--- src/rtl/sprite_compositor.sv ---
// sprite_compositor: N-layer sprite priority compositor with a two-stage
// pipeline. Configuration is shadowed on frame_start so that a frame is
// always composited with one consistent set of settings.
// Optional feature macro: SPRITE_COLLISION_EN adds collision_flag and
// collision_count outputs (sticky per-frame collision detection).
module sprite_compositor #(
  parameter int N  = 4,
  parameter int CW = 12,
  localparam int B = $clog2(N)
) (
  input  logic            clk,
  input  logic            rst_n,
  input  logic            frame_start,
  input  logic            de_in,
  input  logic            hs_in,
  input  logic            vs_in,
  input  logic [N*CW-1:0] layer_px,
  input  logic [N-1:0]    cfg_en_mask,
  input  logic [CW-1:0]   cfg_key,
  input  logic [CW-1:0]   cfg_bg,
  input  logic [B-1:0]    cfg_top,
  output logic [CW-1:0]   colour_data,
  output logic            de_out,
  output logic            hs_out,
  output logic            vs_out,
  output logic [B-1:0]    hit_layer,
  output logic            hit_valid
`ifdef SPRITE_COLLISION_EN
  ,
  output logic            collision_flag,
  output logic [15:0]     collision_count
`endif
);

  // N expressed in B+1 bits so index arithmetic stays width-consistent
  localparam logic [B:0] NB = (B+1)'(N);

  // Reduce a top index into 0..N-1; inputs are below 2*N so one subtract suffices
  function automatic logic [B-1:0] f_wrap_top(input logic [B-1:0] t);
    logic [B:0] v;
    v = {1'b0, t};
    if (v >= NB) begin
      v = v - NB;
    end else begin
      v = v;
    end
    return v[B-1:0];
  endfunction

  // True when two or more bits of the opaque mask are set
  function automatic logic f_multi(input logic [N-1:0] m);
    int cnt;
    cnt = 0;
    for (int i = 0; i < N; i++) begin
      cnt = cnt + int'(m[i]);
    end
    return (cnt >= 2) ? 1'b1 : 1'b0;
  endfunction

  // Shadow configuration
  logic [N-1:0]    r_sh_mask;
  logic [CW-1:0]   r_sh_key;
  logic [CW-1:0]   r_sh_bg;
  logic [B-1:0]    r_sh_top;

  // Stage 1
  logic [N-1:0]    r_s1_opaque;
  logic [N*CW-1:0] r_s1_px;
  logic            r_s1_de;
  logic            r_s1_hs;
  logic            r_s1_vs;
  logic [B-1:0]    r_s1_top;
  logic [CW-1:0]   r_s1_bg;

  // Stage 2
  logic [CW-1:0]   r_s2_colour;
  logic [B-1:0]    r_s2_layer;
  logic            r_s2_valid;
  logic            r_s2_de;
  logic            r_s2_hs;
  logic            r_s2_vs;

  logic [N-1:0]    w_opaque;
  logic            w_found;
  logic [B-1:0]    w_win_idx;
  logic [CW-1:0]   w_win_col;

  // Shadow load on frame_start; the pixel on this edge still sees the old values
  always_ff @(posedge clk or negedge rst_n) begin
    if (!rst_n) begin
      r_sh_mask <= '0;
      r_sh_key  <= '0;
      r_sh_bg   <= '0;
      r_sh_top  <= '0;
    end else if (frame_start) begin
      r_sh_mask <= cfg_en_mask;
      r_sh_key  <= cfg_key;
      r_sh_bg   <= cfg_bg;
      r_sh_top  <= f_wrap_top(cfg_top);
    end else begin
      r_sh_mask <= r_sh_mask;
      r_sh_key  <= r_sh_key;
      r_sh_bg   <= r_sh_bg;
      r_sh_top  <= r_sh_top;
    end
  end

  // A layer is opaque when enabled and its colour differs from the key
  always_comb begin
    w_opaque = '0;
    for (int i = 0; i < N; i++) begin
      w_opaque[i] = r_sh_mask[i] && (layer_px[i*CW +: CW] != r_sh_key);
    end
  end

  // Stage 1: register opaque mask, colours, sideband and the config used for them
  always_ff @(posedge clk or negedge rst_n) begin
    if (!rst_n) begin
      r_s1_opaque <= '0;
      r_s1_px     <= '0;
      r_s1_de     <= 1'b0;
      r_s1_hs     <= 1'b0;
      r_s1_vs     <= 1'b0;
      r_s1_top    <= '0;
      r_s1_bg     <= '0;
    end else begin
      r_s1_opaque <= w_opaque;
      r_s1_px     <= layer_px;
      r_s1_de     <= de_in;
      r_s1_hs     <= hs_in;
      r_s1_vs     <= vs_in;
      r_s1_top    <= r_sh_top;
      r_s1_bg     <= r_sh_bg;
    end
  end

  // Rotating priority search: first opaque layer starting from top wins
  always_comb begin
    logic [B:0]   sum;
    logic [B-1:0] idx;
    w_found   = 1'b0;
    w_win_idx = '0;
    w_win_col = r_s1_bg;
    for (int k = 0; k < N; k++) begin
      sum = {1'b0, r_s1_top} + (B+1)'(k);
      if (sum >= NB) begin
        sum = sum - NB;
      end else begin
        sum = sum;
      end
      idx = sum[B-1:0];
      if (!w_found && r_s1_opaque[idx]) begin
        w_found   = 1'b1;
        w_win_idx = idx;
        w_win_col = r_s1_px[idx*CW +: CW];
      end else begin
        w_found   = w_found;
      end
    end
  end

  // Stage 2: register composited pixel; blanking forces all-zero output
  always_ff @(posedge clk or negedge rst_n) begin
    if (!rst_n) begin
      r_s2_colour <= '0;
      r_s2_layer  <= '0;
      r_s2_valid  <= 1'b0;
      r_s2_de     <= 1'b0;
      r_s2_hs     <= 1'b0;
      r_s2_vs     <= 1'b0;
    end else begin
      r_s2_de <= r_s1_de;
      r_s2_hs <= r_s1_hs;
      r_s2_vs <= r_s1_vs;
      if (r_s1_de) begin
        r_s2_colour <= w_win_col;
        r_s2_layer  <= w_found ? w_win_idx : '0;
        r_s2_valid  <= w_found;
      end else begin
        r_s2_colour <= '0;
        r_s2_layer  <= '0;
        r_s2_valid  <= 1'b0;
      end
    end
  end

  assign colour_data = r_s2_colour;
  assign hit_layer   = r_s2_layer;
  assign hit_valid   = r_s2_valid;
  assign de_out      = r_s2_de;
  assign hs_out      = r_s2_hs;
  assign vs_out      = r_s2_vs;

`ifdef SPRITE_COLLISION_EN
  logic        r_coll_flag;
  logic [15:0] r_coll_count;

  // Sticky per-frame collision tracking; frame_start clear beats a same-cycle hit
  always_ff @(posedge clk or negedge rst_n) begin
    if (!rst_n) begin
      r_coll_flag  <= 1'b0;
      r_coll_count <= 16'h0000;
    end else if (frame_start) begin
      r_coll_flag  <= 1'b0;
      r_coll_count <= 16'h0000;
    end else if (r_s1_de && f_multi(r_s1_opaque)) begin
      r_coll_flag  <= 1'b1;
      r_coll_count <= (r_coll_count == 16'hFFFF) ? r_coll_count : r_coll_count + 16'h0001;
    end else begin
      r_coll_flag  <= r_coll_flag;
      r_coll_count <= r_coll_count;
    end
  end

  assign collision_flag  = r_coll_flag;
  assign collision_count = r_coll_count;
`endif

endmodule

--- config.mk ---
export PLATFORM = sky130hd
export DESIGN_NAME = sprite_compositor
export DESIGN_NICKNAME = d
export VERILOG_FILES = /design/src/rtl/sprite_compositor.sv
export SDC_FILE = /design/constraint.sdc
export NUM_CORES = 1
export LEC_CHECK = 0
export BUFFER_PORTS_ARGS = -buffer_cell sky130_fd_sc_hd__buf_2
export CORE_ASPECT_RATIO = 1.2
export CORE_MARGIN = 8
export CORE_UTILIZATION = 56
export CTS_CLUSTER_DIAMETER = 200
export DETAILED_ROUTE_END_ITERATION = 8
export MAX_ROUTING_LAYER = met4
export PLACE_DENSITY = 0.8
export SYNTH_ARGS = -nofsm -noshare
export SYNTH_HDL_FRONTEND = slang
export SYNTH_SLANG_ARGS = --single-unit
--- constraint.sdc ---
create_clock -name clk -period 2.8 [get_ports clk]
set_clock_uncertainty 0.2 [all_clocks]
set_input_delay 0.14 -clock clk [delete_from_list [all_inputs] [get_ports clk]]
set_output_delay 0.14 -clock clk [all_outputs]
set_load 0.01 [all_outputs]
# --- Word level (Yosys, flattened, before mapping) ---
# Cells that the tools add are included.
totals:
  input_bits: 84
  regBits: 117
  wordCells: 82
op_classes:
  n_eq_ne: 4
  addsub: 7
  n_mux: 28
  n_lt_le_gt_ge: 8
  shift: 4
  reduce_logical: 10
  mul: 4
ops:
  columns: ["cell", "count"]
  rows:
  - ["48-bit by 7-bit variable part select with 12-bit output", 4]
  - ["12-bit two-way mux", 5]
  - ["12-bit != test", 4]
  - ["2-bit two-way mux", 10]
  - ["2-bit by 2-bit multiplier with 4-bit output, second input constant", 4]
  - ["2-bit by 3-bit less-than comparator with 1-bit output, second input constant", 4]
  - ["3-bit greater-or-equal comparator, second input constant", 3]
  - ["1-bit two-way mux", 9]
  - ["1-bit binary-select mux with 2-bit select", 4]
  - ["2-bit by 1-bit subtractor with 2-bit output, second input constant", 4]
  - ["1-bit logical AND", 7]
  - ["2-bit by 2-bit adder with 3-bit output, second input constant", 2]
  - ["2-bit by 1-bit adder with 3-bit output, second input constant", 1]
  - ["2-bit by 3-bit greater-or-equal comparator with 1-bit output, second input constant", 1]
  - ["1-bit logical NOT", 3]

# --- Logic depth before layout (Yosys ltp) ---
# Gate-level depths: netlist of the first run.
logic_depth:
  depth_word: 16
  ltp_mapped: 9
  depth_no_buf: 5

# --- Worst setup path after synthesis of the first run ---
# OpenSTA, ideal clock, no wires.
synth_path:
  path_type: "register to register"
  start: "reg r_s1_top[1]"
  end: "reg r_s2_colour[10] (netlist: colour_data[10])"
  t_arrival_ps: 1692
  path_stages_with_launch: 8
  path_slack_ps: 775
  setup_ps: 133
  path_buffers: 3
  synth_period_minus_slack_ps: 2025
  path_cell_list: "dfrtp_1 -> buf_6 -> buf_6 -> buf_2 -> mux2i_1 -> o22ai_1 -> a2111oi_0 -> o2bb2ai_1"
synth_between:
  elab_chain_len: 15
  word_cells_on_any_way: 45
  classes_between: "add/sub: 7; mul: 4; order compare: 4; shift: 4; mux: 20; reduce/logical: 6"
synth_rtl:
  columns: ["element", "line", "rtl"]
  rows:
  - ["from (decl)", "72", "logic [B-1:0] r_s1_top;"]
  - ["from (signal assigned)", "132", "r_s1_top <= r_sh_top;"]
  - ["branches (longest 13 deep; another with 2-bit by 2-bit multiplier with 4-bit output)", null, null]
  - ["12-bit two-way mux *", "152", "if (!w_found && r_s1_opaque[idx]) begin"]
  - ["12-bit two-way mux *", "175", "if (r_s1_de) begin"]
  - ["to (signal assigned)", "176", "r_s2_colour <= w_win_col;"]
  - ["to (decl)", "76", "logic [CW-1:0] r_s2_colour;"]
# Every way passes the cells marked *. The select of a mux whose other input is x is not followed.
# A chain may end at the register's enable or synchronous reset.

# --- Worst setup path after layout of the first run ---
layout_path:
  start: "reg r_s1_top[0]"
  end: "reg r_s2_colour[11] (netlist: colour_data[11])"
# Same word-level chain as after synthesis.

==> results.yml, run 1 <==
yosys:
  syn_area_per_cell_sq_um: 12.2
  syn_area_sq_mm: 0.00583
  synth_fp_nets: 560
  async_reset_ff_frac: 1.00
  ys_seq_area_frac: 0.502
  syn_inst: 476
  synth_warnings: 0
  synth-edff-count: 0
  ys_ff_latch: 117
  ys_types: 59
  synth_ff_type: "dfrtp_1"
critical_path:
  endpoint_kind: "flop"
  cp.required_ns: 2.90
  crit_family: "compound AO/OA/AOI/OAI gates"
  crit_path_max_fanout: 15
  r2r_end: "colour_data[11]$_DFF_PN0_"
  reg2reg_from: "r_s1_top[0]$_DFF_PN0_"
  criticalPathCategory: "flop to flop"
  slowest_stage: "dfrtp_1"
  critPathMostFrequentCell: "buf_4"
  max_stage_delay_ns: 0.67
  cp_cell_sequence: "buf_4, nor3_1, a21oi_1, o22ai_1, buf_4, a221o_1, a32o_1"
  r2r_slack_ns: 0.21
  start_kind: "flop"
  cp-endpoint: "colour_data[11]$_DFF_PN0_"
  arrival_ns: 2.69
  crit_start: "r_s1_top[0]$_DFF_PN0_"
  worstSetupPathDepth: 7
  r2r_cells: 7
  path_buf_inv: 2
timing:
  holdWs_ns: 0.126
  setup_tns_ns: 0
  rsz0062_at_grt: "false"
  max_freq_mhz: 387
  setup_ws_ns: 0.213
  hold_viol_final: 0
  worstMarginPinSlew_ns: 0.924
  slew_violations: 0
  setup_viol: 0
  fin_crit_sh: 0.924
  maxSlewHeadroom: 0.382
  period_needed_ns: 2.59
placement:
  gp_congestion: 0.890
  place_ws_ns: 0.267
  dpl.hpwl_mm: 11.1
  io_buffers: 101
  place_area_sq_mm: 0.00638
  place_inst: 683
drt:
  via_count: 4733
  routed_wl_mm: 17.9
  viasPerCell: 5.93
  postRouteAntennaNets: 0
  post_drt_wl_per_cell_microns: 22.4
  first_pass_iters: 5
  drt_iter0_markers: 380
  drc_errors: 0
power:
  ir_drop_mv: 0.582
  p_leak_nw: 3.46
  p_per_area_mw_per_mm2: 653
  fin_total_pwr_mw: 5.06
die:
  rows: 41
  dieArea_sq_mm: 0.0139
  die_h_microns: 128
  core_sq_mm: 0.0103
  fp.dieW_microns: 109
  io_pins: 102
  initial_core_util: 0.565
clock_tree:
  clkLatencyLatePin_ns: 0.42
  clk_pin_slew_worst_paths_ns: 0.06
  htreeDepth: 4
  cts-buffers-inserted: 17
  post-cts-setup-buffers: 0
  cts_tree: "built"
  cts_resized: 0
  clk_path_buf_depth: 2
  cts.sinks: 117
  hold_buffers: 83
  root_buffer: "clkbuf_16"
global_route:
  grt_pass1_wl_mm: 28.2
  grt_usage: 0.276
  grt_overflow_total: 0
  grt_pass1_vias: 5158
  grt_antenna_before_repair: 0
  grt_max_degree: 72
status:
  outcome: "completed"
final_layout:
  fin_util: 0.753
  fin_cells: 798
  syn2layout_area_growth_pct: 33.1
  drive_above_1_share: 0.312
  final_cell_mix: "dfrtp_1, buf_2, dlygate4sd3_1, xnor2_1, mux2i_1"
  nFillCells: 629
  final_nets: 740
  final_common_cell: "dfrtp_1"
  fin_area_sq_mm: 0.00776
  diodes: 0
hold_path:
  min_path_type: "input pin to async pin"
run:
  cap_viol_max_count: 0
[per-layer routing]
layer	vias to the layer above	part of all wire	track usage
li1	2103	-	-
met1	2349	0.40	0.318
met2	227	0.52	0.453
met3	54	0.055	0.0523
met4	0	0.033	0.128
met5	-	0	-
[how the worst min path moves through the flow]
stage,end,slack (ns),from
floorplan,colour_data[0]$_DFF_PN0_,-0.36,rst_n
global placement,r_sh_bg[10]$_DFFE_PN0P_,-0.16,rst_n
detailed placement,hs_out$_DFF_PN0_,-0.16,rst_n
CTS,colour_data[4]$_DFF_PN0_,0.12,rst_n
global route,r_s1_px[36]$_DFF_PN0_,0.15,rst_n
finish,r_s1_bg[10]$_DFF_PN0_,0.13,rst_n
[registers in the layout (all words and copies together) (netlist names), 2 cells and up]
signal and flops:
r_sh_key 12, r_sh_top 2, r_sh_mask 4, r_s1_px 48, r_sh_bg 12, r_s1_top 2
r_s1_bg 12, colour_data 12, r_s1_opaque 4, hit_layer 2
[power by group]
group	switching [mW]	internal (mW)	total, mW
sequential	0.152	1.84	1.99
combinational	0.509	0.521	1.03
clock	0.802	1.24	2.04
total	1.46	3.60	5.06
[layout make-up]
cell class | instances | area [sq um] | area share
inverter | 14 | 52.6 | 0.00677
clock inverter | 12 | 105 | 0.0135
tap | 129 | 161 | 0.0208
clock buffer | 20 | 447 | 0.0576
timing repair buffer | 205 | 1510 | 0.194
sequential | 117 | 2930 | 0.377
multi-input combinational | 301 | 2560 | 0.330
[cells by family (layout without fill, tap and decap cells)]
logic type | after synthesis | in the layout | synth area share
compound gates | 102 | 102 | 0.155
simple gates | 77 | 77 | 0.0723
buf+inv | 58 | 251 | 0.0592
flops | 117 | 117 | 0.502
xor+xnor | 48 | 48 | 0.0721
mux | 74 | 74 | 0.139
[synth_stat cells (3+ instances only)]
| cell | n | share of area |
|---|---|---|
| buf_2 | 11 | 0.0094 |
| a221o_1 | 6 | 0.010 |
| a32o_1 | 11 | 0.019 |
| a21o_1 | 5 | 0.0064 |
| a21oi_1 | 5 | 0.0043 |
| dfrtp_1 | 117 | 0.50 |
| a221oi_1 | 6 | 0.0090 |
| buf_6 | 11 | 0.021 |
| mux2_2 | 32 | 0.062 |
| nand4_1 | 12 | 0.013 |
| o221ai_1 | 12 | 0.018 |
| inv_1 | 12 | 0.0077 |
| o21ai_1 | 4 | 0.0034 |
| nand2_1 | 18 | 0.012 |
| nor2b_1 | 4 | 0.0043 |
| nor2_1 | 18 | 0.012 |
| mux2_4 | 4 | 0.010 |
| o22ai_1 | 3 | 0.0032 |
| mux2i_1 | 37 | 0.064 |
| a2111o_1 | 5 | 0.0097 |
| a221oi_2 | 6 | 0.015 |
| o31a_1 | 4 | 0.0060 |
| buf_4 | 4 | 0.0052 |
| o21ai_0 | 8 | 0.0069 |
| and3_1 | 3 | 0.0032 |
| buf_1 | 3 | 0.0019 |
| a22oi_1 | 6 | 0.0077 |
| xnor2_1 | 48 | 0.072 |
| clkbuf_1 | 14 | 0.0090 |
| and2_1 | 7 | 0.0075 |
| a211oi_1 | 3 | 0.0039 |
| o32ai_1 | 5 | 0.0075 |
[worst min-delay path: stages]
cell and delay (ns):
dlygate4sd3_1 0.54, buf_4 0.15, buf_12 0.32
(Power assumes the default switching activity.)
==> inputs of run 2 (changes only) <==
--- a/config.mk
+++ b/config.mk
@@ -5,14 +5,16 @@
 export SDC_FILE = /design/constraint.sdc
 export NUM_CORES = 1
 export LEC_CHECK = 0
+export ABC_AREA = 1
 export BUFFER_PORTS_ARGS = -buffer_cell sky130_fd_sc_hd__buf_2
 export CORE_ASPECT_RATIO = 1.2
 export CORE_MARGIN = 8
-export CORE_UTILIZATION = 56
+export CORE_UTILIZATION = 57
 export CTS_CLUSTER_DIAMETER = 200
 export DETAILED_ROUTE_END_ITERATION = 8
 export MAX_ROUTING_LAYER = met4
-export PLACE_DENSITY = 0.8
+export PLACE_DENSITY = 0.81
+export RECOVER_POWER = 50
 export SYNTH_ARGS = -nofsm -noshare
 export SYNTH_HDL_FRONTEND = slang
 export SYNTH_SLANG_ARGS = --single-unit
==> results.yml, run 2 <==
yosys:
  synth_top_cell_area_share: 0.487
  yosysMostFrequentCell: "nand2_1"
  synth_common_cells: "nand2_1, dfrtp_1, nand3_1"
  synth_warnings: 0
  ys_seq_area_frac: 0.487
  yosysTopAreaCell: "dfrtp_1"
  syn_area_per_cell_sq_um: 8.51
  ys_ff_latch: 117
  syn_inst: 707
  async_reset_ff_frac: 1.00
  synth.area.top_cells: "dfrtp_1, nand2_1, nand3_1"
  synth_ff_type: "dfrtp_1"
  synth-edff-count: 0
  ys_types: 32
  syn_area_sq_mm: 0.00602
  synth_fp_nets: 791
final_layout:
  largest_register_ff_count: 48
  multi_input_area_sq_mm: 0.00262
  drive_above_1_share: 0.177
  final_nets: 956
  largest-register: "r_s1_px"
  final_cell_mix: "nand2_1, dfrtp_1, nand3_1, dlygate4sd3_1"
  syn2layout_area_growth_pct: 31.0
  nFillCells: 707
  final-seq-area_sq_mm: 0.00293
  final_common_cell: "nand2_1"
clock_tree:
  htreeDepth: 4
  clkLatencyLatePin_ns: 0.43
  root_buffer: "clkbuf_16"
  post-cts-setup-buffers: 0
  cts-buffers-inserted: 17
  hold_buffers: 82
  cts.sinks: 117
  clk_path_buf_depth: 2
  cts_resized: 0
  cts_tree: "built"
  clk_pin_slew_worst_paths_ns: 0.06
critical_path:
  max_stage_delay_ns: 0.36
  criticalPathCategory: "flop to flop"
  slowest_stage: "dfrtp_1"
  r2r_slack_ns: 0.49
  crit_family: "simple AND/OR/NAND/NOR gates"
  reg2reg_from: "r_s1_top[1]$_DFF_PN0_"
  r2r_end: "colour_data[9]$_DFF_PN0_"
  crit_start: "r_s1_top[1]$_DFF_PN0_"
  path_buf_inv: 3
  critPathMostFrequentCell: "nand2_4"
  r2r_cells: 10
  start_kind: "flop"
  cp_cell_sequence: "buf_4, nand3_2, nand2_4, nor2_8, nand2_4, inv_4, nand2_2, nand3_1, nand2_1, inv_1"
  crit_path_max_fanout: 30
  cp.required_ns: 2.92
  arrival_ns: 2.43
  worstSetupPathDepth: 10
  endpoint_kind: "flop"
global_route:
  grt_antenna_before_repair: 2
  grt_usage: 0.287
  grt_overflow_total: 0
  grt_max_degree: 78
  grt_pass1_wl_mm: 29.9
  grt_pass1_vias: 5719
hold_path:
  min_path_type: "flop to flop"
  holdPathEnd: "vs_out$_DFF_PN0_"
  hold_path_depth: 0
  hp-start: "r_s1_vs$_DFF_PN0_"
timing:
  setup_tns_ns: 0
  worstMarginPinSlew_ns: 1.89
  fin_crit_sh: 0.825
  max_freq_mhz: 433
  setup_viol: 0
  maxSlewHeadroom: -0.260
  rsz0062_at_grt: "false"
  hold_viol_final: 0
  period_needed_ns: 2.31
  slew_violations: 31
die:
  die_h_microns: 129
  dieArea_sq_mm: 0.0141
  initial_core_util: 0.578
  rows: 41
  io_pins: 102
  fp.dieW_microns: 110
  core_sq_mm: 0.0104
drt:
  via_count: 5550
  routed_wl_mm: 18.5
  drt_iter0_markers: 502
  postRouteAntennaNets: 0
  drc_errors: 0
  viasPerCell: 5.46
  first_pass_iters: 6
  post_drt_wl_per_cell_microns: 18.2
power:
  p_leak_nw: 3.84
  p_per_area_mw_per_mm2: 682
  fin_total_pwr_mw: 5.37
  ir_drop_mv: 0.541
placement:
  io_buffers: 101
  gp_congestion: 0.979
  dpl.hpwl_mm: 11.3
run:
  cap_viol_max_count: 1
status:
  violations: "capacitance limit, slew limit"
  outcome: "finished, violations left"
-- run 2: cell types whose count changed after synthesis, moves of 16 or more --
cell,change
inv_1,+49
nand2_1,+192
nand3_1,+83
o21ai_0,+53
xnor2_1,-28
xor2_1,+24
nor2_1,-16
mux2i_1,-36
-- run 2: worst max path at each step --
stage,endpoint,slack [ns]
4_1_cts,colour_data[9]$_DFF_PN0_,0.52
3_3_place_gp,colour_data[9]$_DFF_PN0_,0.60
3_5_place_dp,colour_data[9]$_DFF_PN0_,0.52
6_report,colour_data[9]$_DFF_PN0_,0.49
2_1_floorplan,colour_data[10]$_DFF_PN0_,1.06
5_1_grt,colour_data[9]$_DFF_PN0_,0.28
-- run 2: logic make-up (layout without fill, tap and decap cells) --
group,after synthesis,in the layout,share of synthesized area
buffers and inverters,110,288,0.0786
flip-flops,117,117,0.487
AND/OR/NAND/NOR,326,326,0.239
multiplexers,31,31,0.0578
other,0,2,0
AO/OA/AOI/OAI,79,79,0.0742
XOR/XNOR,44,44,0.0640
-- run 2: stage by stage --
step	hold WS [ns]	cell area [sq um]	instances	utilization	worst slack (ns)
final	0.151	7880	1016	0.757	0.490
after global placement	-0.0516	6530	900	0.627	0.603
after global routing	0.169	7880	1016	0.757	0.281
after CTS	0.0631	7940	1014	0.762	0.516
after floorplan	-0.356	6020	707	-	1.06
after detailed placement	-0.0329	6530	900	0.627	0.525
-- run 2: metal layers --
layer / GRT usage / wire length (microns) / up-vias
met3: 0.0635 / 1390 / 58
met1: 0.347 / 7460 / 2600
met5: - / 0 / -
met2: 0.449 / 8990 / 296
li1: - / - / 2596
met4: 0.131 / 683 / 0
-- run 2: layout make-up --
type                       count  share of cell area
multi-input combinational    480               0.332
inverter                      65              0.0313
clock buffer                  17              0.0540
antenna                        2            0.000635
clock inverter                15              0.0202
tap                          129              0.0205
timing repair buffer         191               0.170
sequential                   117               0.372
-- run 2: worst register-to-register path, stage by stage, from the launching register on --
cell and delay [ns]:
dfrtp_1 0.36, buf_4 0.32, nand3_2 0.28, nand2_4 0.28, nor2_8 0.08, nand2_4 0.08
inv_4 0.08, nand2_2 0.27, nand3_1 0.14, nand2_1 0.08, inv_1 0.04
-- run 2: power breakdown --
part           switching, mW  internal, mW
registers              0.110          1.85
clock network          0.935          1.26
logic                  0.739         0.479
total                   1.78          3.59
==> inputs of run 3 (changes only) <==
==> constraint.sdc (replaced) <==
create_clock -name clk -period 2.3 [get_ports clk]
set_clock_uncertainty 0.2 [all_clocks]
set_input_delay 0.115 -clock clk [delete_from_list [all_inputs] [get_ports clk]]
set_output_delay 0.115 -clock clk [all_outputs]
set_load 0.01 [all_outputs]
==> results.yml, run 3 (synthesis results as in run 2) <==
timing:
  slew_violations: 31
  max_freq_mhz: 455
  period_needed_ns: 2.20
  setup_tns_ns: 0
  fin_crit_sh: 0.956
  hold_viol_final: 0
  maxSlewHeadroom: -0.217
  holdWs_ns: 0.123
  worstMarginPinSlew_ns: 1.83
  setup_viol: 0
  rsz0062_at_grt: "false"
final_layout:
  final_common_cell: "nand2_1"
  fin_cells: 1020
  multi_input_area_sq_mm: 0.00263
  largest_register_ff_count: 48
  largest-register: "r_s1_px"
  syn2layout_area_growth_pct: 32.3
  final_nets: 959
  fin_area_sq_mm: 0.00796
  final_cell_mix: "nand2_1, dfrtp_1, nand3_1, dlygate4sd3_1"
  fin_util: 0.764
  nFillCells: 670
  drive_above_1_share: 0.181
  final-seq-area_sq_mm: 0.00293
clock_tree:
  clk_pin_slew_worst_paths_ns: 0.06
  htreeDepth: 4
  clk_path_buf_depth: 2
  cts-buffers-inserted: 17
  clkLatencyLatePin_ns: 0.42
  cts.sinks: 117
  cts_tree: "built"
  root_buffer: "clkbuf_16"
status:
  violations: "capacitance limit, slew limit"
  outcome: "finished, violations left"
die:
  fp.dieW_microns: 110
  io_pins: 102
  die_h_microns: 129
  initial_core_util: 0.578
  dieArea_sq_mm: 0.0141
  rows: 41
  core_sq_mm: 0.0104
critical_path:
  criticalPathCategory: "flop to flop"
  cp.required_ns: 2.39
  cp-endpoint: "colour_data[10]$_DFF_PN0_"
  start_kind: "flop"
  endpoint_kind: "flop"
  crit_start: "r_s1_top[0]$_DFF_PN0_"
  arrival_ns: 2.29
  r2r_slack_ns: 0.10
  r2r_cells: 9
  reg2reg_from: "r_s1_top[0]$_DFF_PN0_"
  crit_path_max_fanout: 15
  r2r_end: "colour_data[10]$_DFF_PN0_"
drt:
  drc_errors: 0
  drt_iter0_markers: 745
  via_count: 5815
  viasPerCell: 5.70
  routed_wl_mm: 19.9
  post_drt_wl_per_cell_microns: 19.5
  first_pass_iters: 7
  postRouteAntennaNets: 0
run:
  cap_viol_max_count: 1
power:
  ir_drop_mv: 0.693
  p_per_area_mw_per_mm2: 840
  p_leak_nw: 3.88
global_route:
  grt_pass1_vias: 5813
  grt_max_degree: 118
  grt_overflow_total: 0
  grt_usage: 0.297
  grt_antenna_before_repair: 3
  grt_pass1_wl_mm: 31.0
placement:
  gp_congestion: 0.997
  place_area_sq_mm: 0.00656
  io_buffers: 101
  dpl.hpwl_mm: 11.4
  place_inst: 903
hold_path:
  min_path_type: "input pin to async pin"
-- run 3: changes by cell type in the layout (fill, tap and decap cells not counted), sizes merged --
cell | before | now
clkbuf | 67 | 70
clkinvlp | 3 | 2
clkinv | 1 | 6
inv | 75 | 66
buf | 59 | 62
diode | 2 | 3
bufinv | 1 | 3
-- run 3: how the worst min path moves through the flow --
stage	slack, ns	to	startpoint	depth (start not counted)
finish	0.12	r_sh_key[4]$_DFFE_PN0P_	rst_n	3
global route	0.13	r_s1_vs$_DFF_PN0_	vs_in	2
CTS	0.13	r_s1_hs$_DFF_PN0_	hs_in	2
detailed placement	0.03	r_s1_hs$_DFF_PN0_	hs_in	1
global placement	0.02	r_s1_hs$_DFF_PN0_	hs_in	1
floorplan	-0.38	colour_data[0]$_DFF_PN0_	rst_n	0
-- run 3: worst max-delay path, cell delays in order, from the launching register on --
cell and delay [ns]:
dfrtp_2 0.48, inv_4 0.16, nand2_1 0.10, nand3_2 0.10
nand2_4 0.15, nor2_8 0.18, nand2_2 0.20, or2_2 0.34
nand2_1 0.10, a21oi_2 0.06
-- run 3: cell type report --
class / count / area share
clock inverter: 12 / 0.0190
inverter: 65 / 0.0316
multi-input combinational: 480 / 0.331
sequential: 117 / 0.368
clock buffer: 20 / 0.0586
antenna: 3 / 0.000943
timing repair buffer: 194 / 0.171
tap: 129 / 0.0203
-- run 3: what timing repair did --
item                                   4_1_cts  5_1_grt
endpoints found under the hold margin      200        0
setup endpoints to repair                    0       13
buffers inserted                             0        0
hold buffers                                82        0
resized for setup                            0        6
-- run 3: power breakdown --
group,internal [mW],switching [mW],leakage [nW]
Combinational,0.596,0.959,2.20
Clock,1.79,0.951,0.302
Sequential,2.25,0.140,1.38
Total,4.64,2.05,3.88
-- run 3: through the flow --
step	worst slack, ns	power (mW)
6_report	0.102	6.69
5_1_grt	0.0143	6.96
4_1_cts	0.0620	6.59
3_5_place_dp	0.0999	3.77
3_3_place_gp	0.213	3.71
2_1_floorplan	0.565	3.34
-- run 3: layer usage --
| layer | up-vias | share of wire | global-route usage |
|---|---|---|---|
| li1 | 2606 | - | - |
| met1 | 2698 | 0.38 | 0.344 |
| met2 | 412 | 0.48 | 0.471 |
| met3 | 99 | 0.087 | 0.0670 |
| met4 | 0 | 0.052 | 0.151 |
| met5 | - | 0 | - |
